## src/rtl/alu_issue_queue_pkg.sv

```systemverilog
// Shared micro-op types for the ALU issue path: opcode and immediate-kind
// enums plus the issue-queue entry layout and wakeup helpers.
package uopc;
   typedef enum logic [4:0] {
      UOP_NOP, UOP_ADD, UOP_SUB, UOP_AND, UOP_OR, UOP_XOR, UOP_SLL, UOP_SRL,
      UOP_SRA, UOP_SLT, UOP_SLTU, UOP_ADDI, UOP_ANDI, UOP_ORI, UOP_XORI,
      UOP_SLTI, UOP_SLTIU, UOP_SLLI, UOP_SRLI, UOP_SRAI, UOP_LUI, UOP_AUIPC
   } micro_opcode_t;
endpackage

package immt;
   typedef enum logic [2:0] {
      IMM_NONE, IMM_I, IMM_S, IMM_B, IMM_U, IMM_J
   } imm_type_t;
endpackage

package rv32i_types;
   localparam int PKG_PREG_W   = 6;
   localparam int PKG_ROB_W    = 5;
   localparam int NUM_WB_PORTS = 2;

   typedef logic [PKG_PREG_W-1:0] preg_t;

   typedef struct packed {
      uopc::micro_opcode_t   uopcode;
      logic [19:0]           packed_imm;
      immt::imm_type_t       imm_type;
      preg_t                 prs1;
      preg_t                 prs2;
      logic                  prs1_busy;
      logic                  prs2_busy;
      preg_t                 pdst;
      logic [PKG_ROB_W-1:0]  rob_idx;
   } iq_entry_t;

   // True when any valid wakeup port broadcasts this tag.
   function automatic logic tag_hit(
      input preg_t                                   tag,
      input logic [NUM_WB_PORTS-1:0]                 v,
      input logic [NUM_WB_PORTS-1:0][PKG_PREG_W-1:0] t
   );
      logic hit;
      hit = 1'b0;
      for (int p = 0; p < NUM_WB_PORTS; p++) begin
         if (v[p] && (t[p] == tag)) hit = 1'b1;
      end
      return hit;
   endfunction

   // Clears the busy bit of each source whose producer is broadcasting.
   function automatic iq_entry_t wake_entry(
      input iq_entry_t                               e,
      input logic [NUM_WB_PORTS-1:0]                 v,
      input logic [NUM_WB_PORTS-1:0][PKG_PREG_W-1:0] t
   );
      iq_entry_t r;
      r = e;
      if (tag_hit(e.prs1, v, t)) r.prs1_busy = 1'b0;
      if (tag_hit(e.prs2, v, t)) r.prs2_busy = 1'b0;
      return r;
   endfunction
endpackage

```

## src/rtl/alu_issue_queue_select.sv

```systemverilog
// Fixed-priority picker: lowest-index request wins, reported both as a
// one-hot grant and as a binary index.
module iq_select #(
   parameter int N     = 8,
   parameter int IDX_W = $clog2(N)
) (
   input  logic [N-1:0]     req,
   output logic [N-1:0]     grant,
   output logic [IDX_W-1:0] idx,
   output logic             any
);

   // Scan from the top down so the lowest set bit is the last one written.
   always_comb begin
      grant = '0;
      idx   = '0;
      any   = |req;
      for (int i = N - 1; i >= 0; i--) begin
         if (req[i]) begin
            grant    = '0;
            grant[i] = 1'b1;
            idx      = IDX_W'(i);
         end
      end
   end

endmodule

```

## src/rtl/alu_issue_queue.sv

```systemverilog
// Collapsing ALU issue queue. Entries live contiguously at 0..count-1 with
// index 0 oldest; wakeups clear busy bits, the oldest ready entry is offered,
// and an issued slot is closed by shifting younger entries down one place.
//
// Handshakes: a dispatch transfers on a cycle where disp_valid && disp_ready;
// an issue transfers on a cycle where issue_valid && issue_ready. Both ready
// and valid outputs are derived only from registered state plus rst/flush,
// never from the partner's valid/ready.
module alu_issue_queue
   import rv32i_types::*;
#(
   parameter int  DEPTH  = 8,
   parameter int  PREG_W = PKG_PREG_W,
   parameter int  ROB_W  = PKG_ROB_W,
   localparam int CNT_W  = $clog2(DEPTH + 1),
   localparam int IDX_W  = $clog2(DEPTH)
) (
   input  logic                                clk,
   input  logic                                rst,
   input  logic                                flush,
   input  logic                                disp_valid,
   output logic                                disp_ready,
   input  iq_entry_t                           disp_uop,
   input  logic [NUM_WB_PORTS-1:0]             wb_valid,
   input  logic [NUM_WB_PORTS-1:0][PREG_W-1:0] wb_ptag,
   output logic                                issue_valid,
   input  logic                                issue_ready,
   output iq_entry_t                           issue_uop,
   output logic [CNT_W-1:0]                    count
);

   iq_entry_t        entries_q [DEPTH];
   iq_entry_t        entries_d [DEPTH];
   logic [DEPTH-1:0] valid_q, valid_d;
   logic [CNT_W-1:0] count_q, count_d;
   logic [CNT_W-1:0] wr_idx;
   logic [DEPTH-1:0] ready_vec;
   logic [DEPTH-1:0] sel_grant;
   logic [DEPTH-1:0] shift_mask;
   logic [IDX_W-1:0] sel_idx;
   logic             sel_any;
   logic             disp_fire;
   logic             issue_fire;
   iq_entry_t        disp_entry;

   // An entry can issue once it is occupied and neither source is pending.
   always_comb begin
      for (int i = 0; i < DEPTH; i++) begin
         ready_vec[i] = valid_q[i] && !entries_q[i].prs1_busy && !entries_q[i].prs2_busy;
      end
   end

   iq_select #(
      .N     (DEPTH),
      .IDX_W (IDX_W)
   ) u_select (
      .req   (ready_vec),
      .grant (sel_grant),
      .idx   (sel_idx),
      .any   (sel_any)
   );

   // Handshake outputs and the presented uop (busy bits are zero by construction).
   always_comb begin
      disp_ready  = !rst && !flush && (count_q < CNT_W'(DEPTH));
      issue_valid = sel_any && !rst && !flush;
      disp_fire   = disp_valid && disp_ready;
      issue_fire  = issue_valid && issue_ready;
      issue_uop           = entries_q[sel_idx];
      issue_uop.prs1_busy = 1'b0;
      issue_uop.prs2_busy = 1'b0;
      issue_uop.rob_idx   = ROB_W'(entries_q[sel_idx].rob_idx);
   end

   // Incoming uop: same-cycle wakeups bypass into the busy bits, x0 is never busy.
   always_comb begin
      disp_entry           = disp_uop;
      disp_entry.prs1_busy = disp_uop.prs1_busy && (disp_uop.prs1 != '0)
                             && !tag_hit(disp_uop.prs1, wb_valid, wb_ptag);
      disp_entry.prs2_busy = disp_uop.prs2_busy && (disp_uop.prs2 != '0)
                             && !tag_hit(disp_uop.prs2, wb_valid, wb_ptag);
   end

   // Slots at or above the issued one take their younger neighbour.
   always_comb begin
      logic acc;
      acc = 1'b0;
      for (int i = 0; i < DEPTH; i++) begin
         acc           = acc | sel_grant[i];
         shift_mask[i] = acc && issue_fire;
      end
   end

   // Next queue contents: collapse, wake, append, then count and flush.
   always_comb begin
      int src;
      src       = 0;
      entries_d = entries_q;
      valid_d   = valid_q;
      count_d   = count_q;
      wr_idx    = issue_fire ? (count_q - CNT_W'(1)) : count_q;
      for (int i = 0; i < DEPTH; i++) begin
         src = (i < DEPTH - 1) ? (i + 1) : i;
         if (shift_mask[i]) begin
            entries_d[i] = wake_entry(entries_q[src], wb_valid, wb_ptag);
            valid_d[i]   = (i < DEPTH - 1) ? valid_q[src] : 1'b0;
         end else begin
            entries_d[i] = wake_entry(entries_q[i], wb_valid, wb_ptag);
         end
         if (disp_fire && (i == int'(wr_idx))) begin
            entries_d[i] = disp_entry;
            valid_d[i]   = 1'b1;
         end
      end
      case ({disp_fire, issue_fire})
         2'b10:   count_d = count_q + CNT_W'(1);
         2'b01:   count_d = count_q - CNT_W'(1);
         default: count_d = count_q;
      endcase
      if (flush) begin
         valid_d = '0;
         count_d = '0;
      end
   end

   // Occupancy state with synchronous reset.
   always_ff @(posedge clk) begin
      if (rst) begin
         valid_q <= '0;
         count_q <= '0;
      end else begin
         valid_q <= valid_d;
         count_q <= count_d;
      end
   end

   // Payload storage; meaningless while its valid bit is clear, so no reset.
   always_ff @(posedge clk) begin
      for (int i = 0; i < DEPTH; i++) begin
         entries_q[i] <= entries_d[i];
      end
   end

   assign count = count_q;

endmodule

```

## config.mk

```make
export PLATFORM = sky130hd
export DESIGN_NAME = alu_issue_queue
export DESIGN_NICKNAME = d
export VERILOG_FILES = /design/src/rtl/alu_issue_queue_pkg.sv /design/src/rtl/alu_issue_queue_select.sv /design/src/rtl/alu_issue_queue.sv
export SDC_FILE = /design/constraint.sdc
export NUM_CORES = 1
export LEC_CHECK = 0
export ABC_CLOCK_PERIOD_IN_PS = 5900
export CELL_PAD_IN_SITES_DETAIL_PLACEMENT = 2
export CELL_PAD_IN_SITES_GLOBAL_PLACEMENT = 2
export CORE_MARGIN = 3
export CORE_UTILIZATION = 42
export CTS_BUF_LIST = sky130_fd_sc_hd__clkbuf_8 sky130_fd_sc_hd__clkbuf_16
export CTS_CLUSTER_SIZE = 12
export DETAILED_ROUTE_END_ITERATION = 7
export PLACE_DENSITY = 0.89
export SYNTH_ARGS = -nofsm -noshare
export SYNTH_HDL_FRONTEND = slang
export SYNTH_SLANG_ARGS = --single-unit
```

## constraint.sdc

```tcl
create_clock -name clk -period 5.9 [get_ports clk]
set_clock_uncertainty 0.05 [all_clocks]
set_input_delay 1.475 -clock clk [delete_from_list [all_inputs] [get_ports clk]]
set_output_delay 1.475 -clock clk [all_outputs]
set_load 0.05 [all_outputs]
```

### After elaboration in Yosys (flattened, before gate mapping)

Index checks and enable logic that the tools add are counted.

| storage, ports and cells | value |
|---|---|
| register bits after elaboration | 436 |
| bits in latches | 0 |
| RAM bits | 0 |
| bits in read-only memories | 0 |
| input port bits | 72 |
| output and inout port bits | 59 |
| logic and storage cells | 423 |
| memories kept | 0 |

| operators by class | value |
|---|---|
| add/sub/neg operators | 2 |
| multipliers | 0 |
| divide/modulo/power cells | 0 |
| magnitude comparators | 2 |
| equal/unequal tests | 47 |
| shift operators | 0 |
| mux-type cells | 153 |
| bitwise gates (word level) | 8 |
| reduce and logical (&&, ||, !) cells | 130 |

Operators by type and width:

| kind | number |
|---|---|
| $mux W53 | 17 |
| $eq A6 B6 Y1 | 36 |
| $bmux W53 S3 | 1 |
| $mux W1 | 116 |
| $logic_and A1 B1 Y1 | 78 |
| $mux W8 | 8 |
| $reduce_bool A3 Y1 | 16 |
| $mux W3 | 8 |
| $logic_not A1 Y1 | 20 |
| $reduce_bool A2 Y1 | 9 |
| $eq A4 B4 Y1 const A | 4 |
| $mux W13 | 1 |
| $reduce_bool A6 Y1 | 2 |
| $eq A3 B4 Y1 const A | 2 |
| $pmux W4 S2 | 1 |
| $reduce_or A8 Y1 | 1 |
| $or A1 B1 Y1 | 7 |
| $ne A3 B1 Y1 const B | 2 |
| $add A4 B1 Y4 const B | 1 |
| $eq A2 B4 Y1 const A | 1 |
| $ge A4 B4 Y1 const B | 1 |
| $logic_not A4 Y1 | 1 |
| $lt A4 B4 Y1 const B | 1 |
| $mux W4 | 1 |
| 6 further kinds | 7 |

### Depth between registers and ports, before layout

Gate-level depths: netlist of the first run.

| depth | value |
|---|---|
| depth after elaboration | 23 |
| depth in mapped cells | 13 |
| gate-level depth less buffers | 9 |

### Cells and area by module

From an unflattened synthesis of the first run, not the netlist that was laid out.

| second synthesis, totals | value |
|---|---|
| cell total of the unflattened synthesis | 2255 |
| area total of the unflattened synthesis | 25724.7 um2 |

By module, submodules not included:

| module | instances | cells an instance | area each (um2) |
|---|---|---|---|
| alu_issue_queue | 1 | 2231 | 25580.8 |
| iq_select | 1 | 24 | 143.9 |

### Least setup slack after synthesis of the first run

Ideal clock, no wire load.

| path | value |
|---|---|
| path type | input-to-reg |
| start | in rst |
| end | reg entries_q[0] in the netlist's numbering, enable pin |
| arrival time | 4.262 ns |
| setup slack | 1.155 ns |
| stages | 6 |
| buffers on the path | 1 |
| path through | or2_2 -> nor3b_1 -> nand2_1 -> nor3_1 -> a21o_1 -> clkbuf_1 |

| between the ends | value |
|---|---|
| longest elaborated chain between the ends | 7 |

Ends and longest elaborated chain:

| item | RTL line | source |
|---|---|---|
| start, declared | alu_issue_queue.sv:19 | `input logic rst,` |
| $logic_not A1 Y1 * | alu_issue_queue.sv:65, alu_issue_queue.sv:66 |  |
| $logic_and A1 B1 Y1 (2 in a row) | alu_issue_queue.sv:66 | `issue_valid = sel_any && !rst && !flush;` |
| $logic_and A1 B1 Y1 | alu_issue_queue.sv:68 | `issue_fire = issue_valid && issue_ready;` |
| $mux W4 | alu_issue_queue.sv:101 | `wr_idx = issue_fire ? (count_q - CNT_W'(1)) : count_q;` |
| $eq A4 B4 Y1 | alu_issue_queue.sv:110 | `if (disp_fire && (i == int'(wr_idx))) begin` |
| $logic_and A1 B1 Y1 * | alu_issue_queue.sv:110 |  |
| end signal, assigned by index | alu_issue_queue.sv:140 | `entries_q[i] <= entries_d[i];` |
| end, declared | alu_issue_queue.sv:32 | `iq_entry_t entries_q [DEPTH];` |

Mark *: on every way between the ends. The rest lies on a longest branch, timed or not.
A chain may end at the register's enable or synchronous reset.

==> results.yml, run 1 <==
setup_path:
  critical_path_class: "register to output pin"
  path_common_cell: "mux2i_1"
  critPathRequiredTime_ns: 4.38
  crit_buf_inv: 3
  cp-end-kind: "output pin"
  ff2ff_setup_slack_ns: 1.80
  r2r_start: "entries_q[383]$_DFFE_PP_"
  critPathMaxStageDelay_ns: 0.72
  timing.rr.end: "entries_q[276]$_DFFE_PP_"
  worstPathArrival_ns: 4.39
  crit_chain: "nor3b_1, nor2_1, buf_4, a21oi_4, buf_16, mux2i_1, mux2i_1, mux2_2, clkdlybuf4s50_1"
  path_delay_family: "buffers and inverters"
  cp-start-kind: "register"
  slowest_stage: "clkdlybuf4s50_1"
  cp_max_fo: 88
  worst-r2r-cell-count: 8
synthesis:
  async_flop_share: 0
  syn_area_sq_mm: 0.02650
  synth_ff_type: "edfxtp_1"
  avgSynthCellArea_sq_um: 11.42
  synth_top_cells_by_count: "mux2i_1 (626), nand2_1 (436), edfxtp_1 (424)"
  seq_area_frac_synth: 0.4896
  yosys.area.top_type: "edfxtp_1"
  synthDominantCellAreaShare: 0.4805
  synthTopCellsByArea: "edfxtp_1 (48%), mux2i_1 (24%), nand2_1 (6.2%), xor2_1 (3.6%), xnor2_1 (3.6%)"
  synth.most_common_cell: "mux2i_1"
  synth-edff-count: 424
  yosys.cell_types.count: 57
  synthCells: 2321
  synth-seq-cells: 436
  yosysWarnings: 0
pwr:
  pwr-share-comb: 0.063
  p_seq_frac: 0.480
  internal_power_mw: 5.312
  power_frac_clock: 0.457
  max-vdd-ir-drop_mv: 0.1942
  finalPower_mw: 7.037
  power.share.switching: 0.2451
  switching_power_mw: 1.725
  p_leak_nw: 12.14
  power.density_mw_per_mm2: 231.5
clock_network:
  holdBufCountCts: 0
  clk_latency_ns: 0.62
  ctsHtreeMaxLevel: 2
  cts.sinks: 436
  cts_tree: "done"
  cts_buffer_depth: 3
  cts_inserted_buffers: 50
  clkTransAtPathRegs_ns: 0.07
  root_buffer: "clkbuf_16"
floorplanning:
  die_w_um: 257.2
  die_area_sq_mm: 0.06614
  die_h_um: 257.2
  pin_count: 131
  design.core.area_sq_mm: 0.06205
  rows: 91
  initial_core_util: 0.4270
final_layout:
  fin_util: 0.4898
  drive_above_1_share: 0.08990
  fillers: 6002
  syn2layout_area_growth_pct: 14.70
  fin_nets: 2472
  fin_cells: 3273
  antenna_cells: 0
routing:
  wl_per_cell_um: 34.06
  drc: 0
  via_per_inst: 6.330
  postRouteWirelength_mm: 111.5
  vias: 20720
  dr.pass1.iters: 5
  drt_iter0_drc: 2003
  drtAntennaViolNets: 0
run_status:
  outcome: "finished, violations left"
  violations: "setup timing"
global_routing:
  grt.total_usage: 0.3285
  grt_pass1_wl_mm: 162.2
  overflow: 0
  grt_start_max_net_pins: 106
  antenna_found_initial: 1
  grt_pass1_vias: 23410
placed_design:
  dpl.hpwl_mm: 65.17
  gp_congestion: 0.8274
  port_buffers: 128
  dp.cells: 3182
timing:
  rsz0062_at_grt: "yes"
  hold_viol: 0
  drv_slew: 0
  max-slew-margin-rel: 0.2039
  period_share: 1.003
  period_needed_ns: 5.919
  fin_ws_ns: -0.01864
  clock.fmax_mhz: 169.0
  tightest_slew_ns: 1.192
  finalSetupViolCount: 1
min_path:
  min_path_type: "register to register"
  hold_depth: 2
  hold_start: "valid_q[0]$_SDFFE_PP0P_"
  hold_end: "valid_q[0]$_SDFFE_PP0P_"
job:
  max_cap_violations: 0
metal layers:
layer / track usage / vias up / wire, um
met1: 0.3994 / 10860 / 43200
met5: 0 / - / 9
met2: 0.5668 / 1097 / 55540
li1: - / 8421 / -
met4: 0.1468 / 2 / 4856
met3: 0.06279 / 338 / 7876
layout by cell type, fill, tap and decap left out, types with 24 or more instances in the layout:
cell type / synthesis / routed
and2_1: 52 / 52
clkbuf_16: 0 / 51
mux2_2: 53 / 52
nand2_1: 436 / 430
xor2_1: 110 / 110
o21ai_0: 57 / 57
nand3_1: 24 / 24
nor2_1: 35 / 32
xnor2_1: 109 / 109
nor4_1: 36 / 36
clkdlybuf4s50_1: 0 / 128
inv_1: 58 / 72
nand4_1: 39 / 39
edfxtp_1: 424 / 424
buf_4: 11 / 42
mux2i_1: 626 / 626
power by group through the flow:
stage | Clock [mW] | Sequential, mW | Combinational, mW
after floorplan | 0 | 3.44 | 0.237
after global placement | 0 | 3.44 | 0.402
after detailed placement | 0 | 3.44 | 0.426
after CTS | 3.22 | 3.38 | 0.437
after global routing | 3.34 | 3.38 | 0.461
final | 3.22 | 3.38 | 0.444
worst max-delay path by stage:
stage / startpoint / endpoint / slack (ns) / cells after the start
floorplan: rst / entries_q[0]$_DFFE_PP_ / 1.16 / 6
global placement: rst / entries_q[277]$_DFFE_PP_ / 0.99 / 10
detailed placement: rst / entries_q[276]$_DFFE_PP_ / 0.75 / 10
CTS: entries_q[170]$_DFFE_PP_ / issue_uop[3] / 0.003 / 9
global route: valid_q[6]$_SDFFE_PP0P_ / issue_uop[3] / -0.08 / 8
finish: entries_q[170]$_DFFE_PP_ / issue_uop[45] / -0.02 / 9
layout make-up:
cell class	instances	area (sq um)	area share
Clock buffer	55	1331	0.04380
Clock inverter	36	270.3	0.008892
Inverter	59	222.7	0.007328
Multi-Input combinational cell	1658	12510	0.4117
Sequential cell	436	12970	0.4268
Tap cell	837	1047	0.03446
Timing Repair Buffer	192	2036	0.06698
timing repair:
| item | 4_1_cts | 5_1_grt |
|---|---|---|
| resized for setup | 0 | 2 |
| setup buffers | 0 | 0 |
| endpoints found under the setup margin | 0 | 5 |
through the flow:
| step | instance area, sq um | hold slack (ns) | TNS, ns | setup slack [ns] |
|---|---|---|---|---|
| global route | 30390 | 0.5313 | -0.1834 | -0.08310 |
| floorplan | 26500 | 0.4034 | 0 | 1.155 |
| detailed placement | 28780 | 0.4437 | 0 | 0.7469 |
| CTS | 30380 | 0.4969 | 0 | 0.002621 |
| finish | 30390 | 0.5197 | -0.01864 | -0.01864 |
| global placement | 28780 | 0.4269 | 0 | 0.9928 |
cells by family after synthesis:
logic type,Yosys count,synth area share
muxes,681,0.2601
other,1,0.0001415
and+or+nand+nor,661,0.1116
xor gates and xnor gates,219,0.07239
buffers and inverters,228,0.04467
DFF,436,0.4896
AOI/OAI and AO/OA,92,0.02007
adders and majority gates,3,0.001417
worst register-to-register path, stage by stage, from the launching register on:
cell and delay, ns:
edfxtp_1 0.41, or3b_1 0.37, and4_4 0.40, a31o_1 0.58, clkinv_2 0.25, nand3_1 0.20
a21o_4 0.65, buf_4 0.63, nand3_1 0.27
flip-flops by register name (all words and copies together), names as in the netlist:
register   cells
entries_q    424
valid_q        8
count          4
No activity file was read; power rests on OpenSTA's default activity.
==> run 2, diff against run 1 <==
--- a/config.mk
+++ b/config.mk
@@ -13,6 +13,7 @@
 export CTS_BUF_LIST = sky130_fd_sc_hd__clkbuf_8 sky130_fd_sc_hd__clkbuf_16
 export CTS_CLUSTER_SIZE = 12
 export DETAILED_ROUTE_END_ITERATION = 7
+export MAX_ROUTING_LAYER = met4
 export PLACE_DENSITY = 0.89
 export SYNTH_ARGS = -nofsm -noshare
 export SYNTH_HDL_FRONTEND = slang
==> run 2 against run 1 <==
  * Worst hold slack lost 0.0030 ns
  * Combinational power is essentially flat
  * Via count grew 0.17%
  * The flow still finishes with violations (setup timing)
  * Highest routed layer is now met4
  * Die area is the same
  * Register-to-register slack lost 0.03 ns
  * Largest cell class unchanged
==> results.yml, run 2 (synthesized netlist as in run 1, its figures left out) <==
run_status:
  outcome: "finished, violations left"
  violations: "setup timing"
min_path:
  min_path_type: "register to register"
  hold_depth: 2
  hold_start: "valid_q[0]$_SDFFE_PP0P_"
  hold_end: "valid_q[0]$_SDFFE_PP0P_"
global_routing:
  grt.total_usage: 0.3382
  grt_start_max_net_pins: 106
  grt_pass1_vias: 23410
  grt_pass1_wl_mm: 162.1
  overflow: 0
  antenna_found_initial: 1
timing:
  rsz0062_at_grt: "yes"
  hold_ws_ns: 0.5168
  period_share: 1.006
  drv_slew: 0
  finalSetupViolCount: 1
  finalSetupTns_ns: -0.03614
  max-slew-margin-rel: 0.1993
  period_needed_ns: 5.936
  clock.fmax_mhz: 168.5
  tightest_slew_ns: 1.197
  hold_viol: 0
  fin_ws_ns: -0.03614
setup_path:
  cp_max_fo: 88
  path_common_cell: "mux2i_1"
  r2r_start: "valid_q[6]$_SDFFE_PP0P_"
  worst-r2r-cell-count: 8
  critPathRequiredTime_ns: 4.38
  cp-end-kind: "output pin"
  timing.rr.end: "entries_q[276]$_DFFE_PP_"
  crit_chain: "nor3b_1, nor2_1, buf_4, a21oi_4, buf_16, mux2i_1, mux2i_1, mux2_2, clkdlybuf4s50_1"
  critPathMaxStageDelay_ns: 0.72
  slowest_stage: "clkdlybuf4s50_1"
  ff2ff_setup_slack_ns: 1.77
  worstPathArrival_ns: 4.41
  cp-startpoint: "entries_q[170]$_DFFE_PP_"
  cp-start-kind: "register"
  critical_path_class: "register to output pin"
job:
  max_cap_violations: 0
placed_design:
  dp.cells: 3182
  placedInstanceArea_sq_mm: 0.02878
  place_ws_ns: 0.7469
  port_buffers: 128
  dpl.hpwl_mm: 65.17
  gp_congestion: 0.8400
clock_network:
  ctsHtreeMaxLevel: 2
  cts_buffer_depth: 3
  root_buffer: "clkbuf_16"
  clk_latency_ns: 0.62
  cts_inserted_buffers: 50
  cts_resized: 0
  cts_tree: "done"
  post_cts_buffers: 0
  holdBufCountCts: 0
  clkTransAtPathRegs_ns: 0.07
  cts.sinks: 436
floorplanning:
  die_area_sq_mm: 0.06614
  initial_core_util: 0.4270
  die_w_um: 257.2
  rows: 91
  design.core.area_sq_mm: 0.06205
  die_h_um: 257.2
  pin_count: 131
final_layout:
  syn2layout_area_growth_pct: 14.71
  final_cell_mix: "mux2i_1 (626), nand2_1 (430), edfxtp_1 (424)"
  final_common_cell: "mux2i_1"
  fin_cells: 3274
  fin_util: 0.4898
  top_register: "entries_q"
  drive_above_1_share: 0.08990
  largest_reg_flops: 424
  fin_nets: 2472
  stdcell_area_sq_mm: 0.03040
pwr:
  p_leak_nw: 12.14
  power.density_mw_per_mm2: 231.3
  max-vdd-ir-drop_mv: 0.1937
  finalPower_mw: 7.031
routing:
  vias: 20760
  wl_per_cell_um: 34.03
  drt_iter0_drc: 1993
  postRouteWirelength_mm: 111.4
  dr.pass1.iters: 5
  drtAntennaViolNets: 0
  drc: 0
  via_per_inst: 6.339
[run 2: cell count changes in the layout (fill, tap and decap cells not counted), sizes merged]
cell   before  now
diode       0    1
[run 2: worst max-delay path, delay by kind of cell (launching register included)]
family / cells / cell delay (ns)
multiplexers: 3 / 0.90
AO/OA/AOI/OAI: 1 / 0.31
flip-flops: 1 / 0.44
buffers and inverters: 3 / 1.40
AND/OR/NAND/NOR: 2 / 0.57
[run 2: worst max path at each step]
| stage | end | slack [ns] |
|---|---|---|
| floorplan | entries_q[0]$_DFFE_PP_ | 1.16 |
| global placement | entries_q[277]$_DFFE_PP_ | 0.99 |
| detailed placement | entries_q[276]$_DFFE_PP_ | 0.75 |
| finish | issue_uop[45] | -0.04 |
| global route | issue_uop[3] | -0.07 |
| CTS | issue_uop[3] | 0.003 |
[run 2: area by class of cell]
cell class | instances | area [sq um]
diodes | 1 | 2.502
clock buffers | 55 | 1331
clock inverters | 36 | 270.3
fillers | 6002 | 31660
inverters | 59 | 222.7
multi-input cells | 1658 | 12510
flip-flops and latches | 436 | 12970
well taps | 837 | 1047
repair buffers | 192 | 2036
[run 2: report_power, final]
group | leakage [nW] | total [mW] | internal (mW) | switching [mW]
Combinational | 6.67 | 0.444 | 0.157 | 0.287
Sequential | 4.63 | 3.38 | 3.36 | 0.0106
Clock | 0.848 | 3.21 | 1.79 | 1.42
Total | 12.1 | 7.03 | 5.31 | 1.72
[run 2: per-layer routing]
metal,GRT usage,part of all wire
met1,0.3996,0.39
met2,0.5679,0.50
met3,0.06200,0.070
met4,0.1439,0.044
met5,-,0
==> edit 1 (flow settings as in run 1) <==
Put one more register stage on the output `count`, without a reset. The value now appears one clock later. The other outputs are not delayed to match.
--- a/src/rtl/alu_issue_queue.sv
+++ b/src/rtl/alu_issue_queue.sv
@@ -142,5 +142,7 @@
    end
 
-   assign count = count_q;
+   always_ff @(posedge clk) begin
+      count <= count_q;
+   end
 
 endmodule
Formal check against the unedited RTL: not equivalent (a bounded check fails within 4 cycles, from zero or initial values).
==> edit 1 against run 1 <==
Critical endpoint is now issue_uop[25]. Final cell count up 3.7%. Routed wire length grew 12%. Synthesized area down 1.4%. Combinational power rose by 15%. Sequential share of layout area up 0.75 points. Power up 1.2%. Design area decreased by 1.1%. Synthesized cell count is 5.9% higher. Worst setup slack better by 0.074 ns. Sequential cell count up 4. Largest power group unchanged. Core utilization up 0.35 points.
==> edit 1: results (changes against run 1) <==
R2R Path Start=entries_q[170]; crit path DAT=4.32 ns (-0.07 ns); first-pass GRT wire length=182000 um (+12%); CTS buffer count=51 (+2.0%); GR met2 Demand/Resource=61.3% (+4.6 points); clk_lat worst skew=0.64 ns (+0.02 ns); via/cell ratio=6.82 (+7.7%); origin of the worst min-delay path=count_q[1]; biggest regs=entries_q: 424 flops, valid_q: 8 flops; drt pass-1 iters=6 (+1); sequential-to-total area share from yosys stat=50.0% (+1.0 points); Non-Filler Instances=3393 (+3.7%); DP Area=28400 um2 (-1.2%); CTS H-tree lvls=2 (unchanged); ys async rst share=0% (unchanged); Hold Crit Depth=0 (-2); hpwl dp=68600 um (+5.3%); run status=completed; Worst path max stage delay=0.87 ns (+0.15 ns); clk slew on worst S/H paths=0.07 ns (about the same); M1 GR Usage=44.3% (+4.3 points); Post-synth EDFFs=424 (unchanged); Max VDD drop=0.211 mV (+8.8%); mean post-synth cell area=10.6 um2 (-6.9%); post-layout min period=5.84 ns (-0.0738 ns); gpl congestion=0.849 (+2.6%); r2r worst-path depth=8 (unchanged); max FFs per register=424 (unchanged); port bufs=128 (unchanged); synth cell count leaders=476 x mux2i_1, 440 x nand2_1, 424 x edfxtp_1; Hold WS=0.447 ns (-0.0725 ns); top post-synthesis cells by area=edfxtp_1 49%, mux2i_1 18%, nand2_1 6.3%; Clock Tree Root=clkbuf_16; post-synth cell types=53 (-7.0%); layout cells sized above 1=7.80% (-1.2 points); # fillers=5996 (-0.10%); Worst-Margin Slew=1.34 ns (+0.145 ns); slowest stage cell, crit path=clkdlybuf4s50_1; initial DRC count=2702 (+35%); Remaining DRCs=0 (unchanged); worst min path class=flop to flop; Final nets=2597 (+5.1%); R2R Setup Slk=1.48 ns (-0.32 ns); clk buf depth=3 (unchanged); pin count of the biggest net entering global routing=64 (-40%); Crit Reg-Reg Endpoint=entries_q[206]; YS warnings=0 (unchanged); number of global-route vias before repair=25800 (+10%); worst-path fanout max=52 (-41%); met3 Resource Use GR=7.89% (+1.6 points); Worst Hold End=count[1]; WL per Instance=36.7 um (+7.6%); dpl cells=3297 (+3.6%); pre-CTS setup slack=0.514 ns (-0.233 ns); initial antenna violation count=1 (unchanged); GRT Overall Usage=37.1% (+4.3 points); Leakage Power=12.4 nW (+2.2%)
-- edit 1: cell count changes after synthesis, sizes merged, moves of 11 or more --
| cell | before | now |
|---|---|---|
| mux2 | 54 | 0 |
| buf | 88 | 77 |
| nand4 | 39 | 90 |
| a32o | 0 | 51 |
| mux2i | 627 | 476 |
| nor3 | 6 | 61 |
| o21ai | 59 | 112 |
| clkbuf | 81 | 122 |
| a21oi | 8 | 61 |
| and2 | 52 | 2 |
| nor2 | 36 | 136 |
-- edit 1: worst max-delay path: cells and delay by family, from the launching register on --
kind | cells | cell delay, ns
buffers and inverters | 2 | 1.54
AND/OR/NAND/NOR | 2 | 0.87
AO/OA/AOI/OAI | 3 | 0.80
flip-flops | 1 | 0.43
-- edit 1: area by class of cell --
type	count	area [um2]	area share [%]
well taps	828	1040	3.45
inverters	59	221	0.737
clock inverters	43	282	0.937
repair buffers	208	2060	6.87
multi-input cells	1762	12100	40.2
flip-flops and latches	440	13100	43.4
diodes	1	2.50	0.00833
clock buffers	52	1300	4.33
-- edit 1: report_power, final --
group          leakage (nW)  switching (mW)  internal [mW]
clock network         0.828            1.50           1.69
logic                  7.10           0.338          0.173
registers              4.48          0.0163           3.40
-- edit 1: layer usage --
metal  vias to the layer above  wire length (um)  part of all wire, %
li1                       9006                 -                    -
met1                     11800             45400                   37
met2                      1723             58800                   47
met3                       567             11500                  9.2
met4                         0              8640                  6.9
met5                         -                 0                    0
-- edit 1: worst max-delay path by stage --
stage	slack, ns	to	cells after the start	start
final	0.06	issue_uop[25]	7	entries_q[117]
after global routing	0.05	issue_uop[25]	7	entries_q[117]
after CTS	0.04	issue_uop[44]	9	entries_q[383]
after detailed placement	0.51	entries_q[123]	10	rst
after global placement	0.84	issue_valid	4	rst
after floorplan	1.25	entries_q[159]	8	rst
-- edit 1: what timing repair did --
| item | CTS | global route |
|---|---|---|
| buffers inserted | 0 | 0 |
| resized for setup | 0 | 4 |
| endpoints found under the setup margin | 0 | 20 |
-- edit 1: cells by family after synthesis --
family	Yosys count	share of synthesized area (%)
AND/OR/NAND/NOR	814	13.7
adder cells (fa/ha/maj)	3	0.144
multiplexers	476	18.2
flip-flops	440	50.0
XOR/XNOR	220	7.38
buffers and inverters	258	4.55
AO/OA/AOI/OAI	247	6.02
other	1	0.0144
==> edit 2 (settings of run 1) <==
Made on the original files. Change the package constant `NUM_WB_PORTS` from 2 to 4.
--- a/src/rtl/alu_issue_queue_pkg.sv
+++ b/src/rtl/alu_issue_queue_pkg.sv
@@ -18,5 +18,5 @@
    localparam int PKG_PREG_W   = 6;
    localparam int PKG_ROB_W    = 5;
-   localparam int NUM_WB_PORTS = 2;
+   localparam int NUM_WB_PORTS = 4;
 
    typedef logic [PKG_PREG_W-1:0] preg_t;
Interface: changed (resized wb_ptag and wb_valid); port bits go from 131 to 145. No check against the original RTL was run, so the function may have changed too.
==> edit 2 against run 1 <==
The flow finishes with violations (max-capacitance violations). Sequential share of layout area down 2.5 points. Synthesized area up 7.6%. Clock power is 3% lower. Routed wire length up 20%. Register-to-register slack got worse by 0.36 ns. Worst setup slack better by 0.084 ns. Combinational power grew 52%. Power rose by 1.9%. Sequential power barely moved. Sequential cell count did not move. Fmax rose by 1.4%. Die area grew 7.4%. Design area grew 6.2%. Non-clock buffer count is 44 higher. Critical endpoint is now issue_uop[8].
==> edit 2: results (changes against run 1) <==
port bufs=142 (+11%); layout cells sized above 1=8.35% (-0.64 points); post-synth cell types=55 (-3.5%); worst-path fanout max=67 (-24%); Worst-Margin Slew=1.47 ns (+0.282 ns); R2R Setup Slk=1.44 ns (-0.36 ns); r2r worst-path depth=8 (unchanged); DP Area=30700 um2 (+6.5%); gpl congestion=0.918 (+11%); CTS buffer count=51 (+2.0%); origin of the worst min-delay path=valid_q[0]; # fillers=6524 (+8.7%); GRT Overall Usage=37.0% (+4.1 points); hpwl dp=78000 um (+20%); clk_lat worst skew=0.64 ns (+0.02 ns); CTS H-tree lvls=2 (unchanged); first-pass GRT wire length=194000 um (+19%); met3 Resource Use GR=8.02% (+1.7 points); CP delay by family, top=compound AO/OA/AOI/OAI gates; Setup crit end=issue_uop[8]; sequential-to-total area share from yosys stat=45.5% (-3.5 points); Post-synth EDFFs=424 (unchanged); Worst path max stage delay=0.57 ns (-0.15 ns); crit path DAT=4.31 ns (-0.08 ns); drt pass-1 iters=5 (unchanged); initial DRC count=2526 (+26%); top post-synthesis cells by area=edfxtp_1 45%, mux2i_1 18%, xor2_1 6.7%; Leakage Power=12.7 nW (+4.7%); pin count of the biggest net entering global routing=68 (-36%); final wirelength=133000 um (+20%); max FFs per register=424 (unchanged); R2R Path Start=valid_q[1]; Worst Hold End=valid_q[0]; Hold Crit Depth=2 (unchanged); failing checks=max-capacitance violations; max cap viols=1 (+1); clk buf depth=3 (unchanged); M1 GR Usage=43.3% (+3.4 points); Final nets=2766 (+12%); GR met2 Demand/Resource=60.8% (+4.1 points); Via Count=24300 (+17%); dpl cells=3485 (+9.5%); synth cell count leaders=523 x mux2i_1, 424 x edfxtp_1, 385 x nand2_1; WL per Instance=37.2 um (+9.3%); Main synth FF type=edfxtp_1; mean post-synth cell area=10.5 um2 (-7.7%); crit path from=entries_q[11]; clk slew on worst S/H paths=0.06 ns; Crit Reg-Reg Endpoint=entries_q[121]; worst min path class=flop to flop; initial antenna violation count=3 (+2); Max VDD drop=0.232 mV (+19%); number of global-route vias before repair=27400 (+17%); slowest stage cell, crit path=or3b_2; run status=complete, but fails checks
==> edit 2: changes by cell type after synthesis, moves of 51 or more <==
cell,run 1,this run
xor2_1,110,218
mux2_2,53,0
nand2_1,436,385
nor4_1,36,87
mux2i_1,626,523
xnor2_1,109,217
clkbuf_1,77,197
==> edit 2: cell families after synthesis <==
family / count (synthesis) / synth area share [%]
xor+xnor: 435 / 13.4
mux: 526 / 18.6
buf+inv: 374 / 5.54
simple gates: 737 / 11.9
other cells: 1 / 0.0132
compound gates: 192 / 4.96
fa+ha+maj: 3 / 0.132
flops: 436 / 45.5
==> edit 2: where the power goes <==
group | internal, mW | switching (mW) | total (mW)
sequential | 3.37 | 0.0183 | 3.39
clock | 1.63 | 1.48 | 3.11
combinational | 0.219 | 0.454 | 0.673
==> edit 2: area by class of cell <==
class                   instances  share of cell area, %
repair buffers                236                   7.08
multi-input cells            1895                   43.9
inverters                      57                  0.663
clock inverters                43                  0.876
flip-flops and latches        436                   40.2
diodes                          1                0.00775
well taps                     864                   3.35
clock buffers                  51                   3.95
==> edit 2: metrics by stage <==
step	hold slack [ns]	setup slack, ns	total power [mW]
floorplan	0.407	-0.431	3.82
global placement	0.423	0.643	4.05
detailed placement	0.447	0.490	4.09
CTS	0.496	0.00217	7.17
global route	0.518	-0.00353	7.33
finish	0.512	0.0654	7.17
==> edit 2: repair_timing <==
| action | 4_1_cts | 5_1_grt |
|---|---|---|
| endpoints found under the setup margin | 38 | 16 |
| hold endpoints to repair | 0 | 0 |
| gates resized for setup | 24 | 18 |
| pin swaps | 1 | 0 |
| buffers inserted | 3 | 0 |
==> edit 2: layer usage <==
metal	wire (um)	share of wire, %
met1	49000	37
met5	31	0.023
met2	63400	48
met4	9430	7.1
met3	11600	8.7
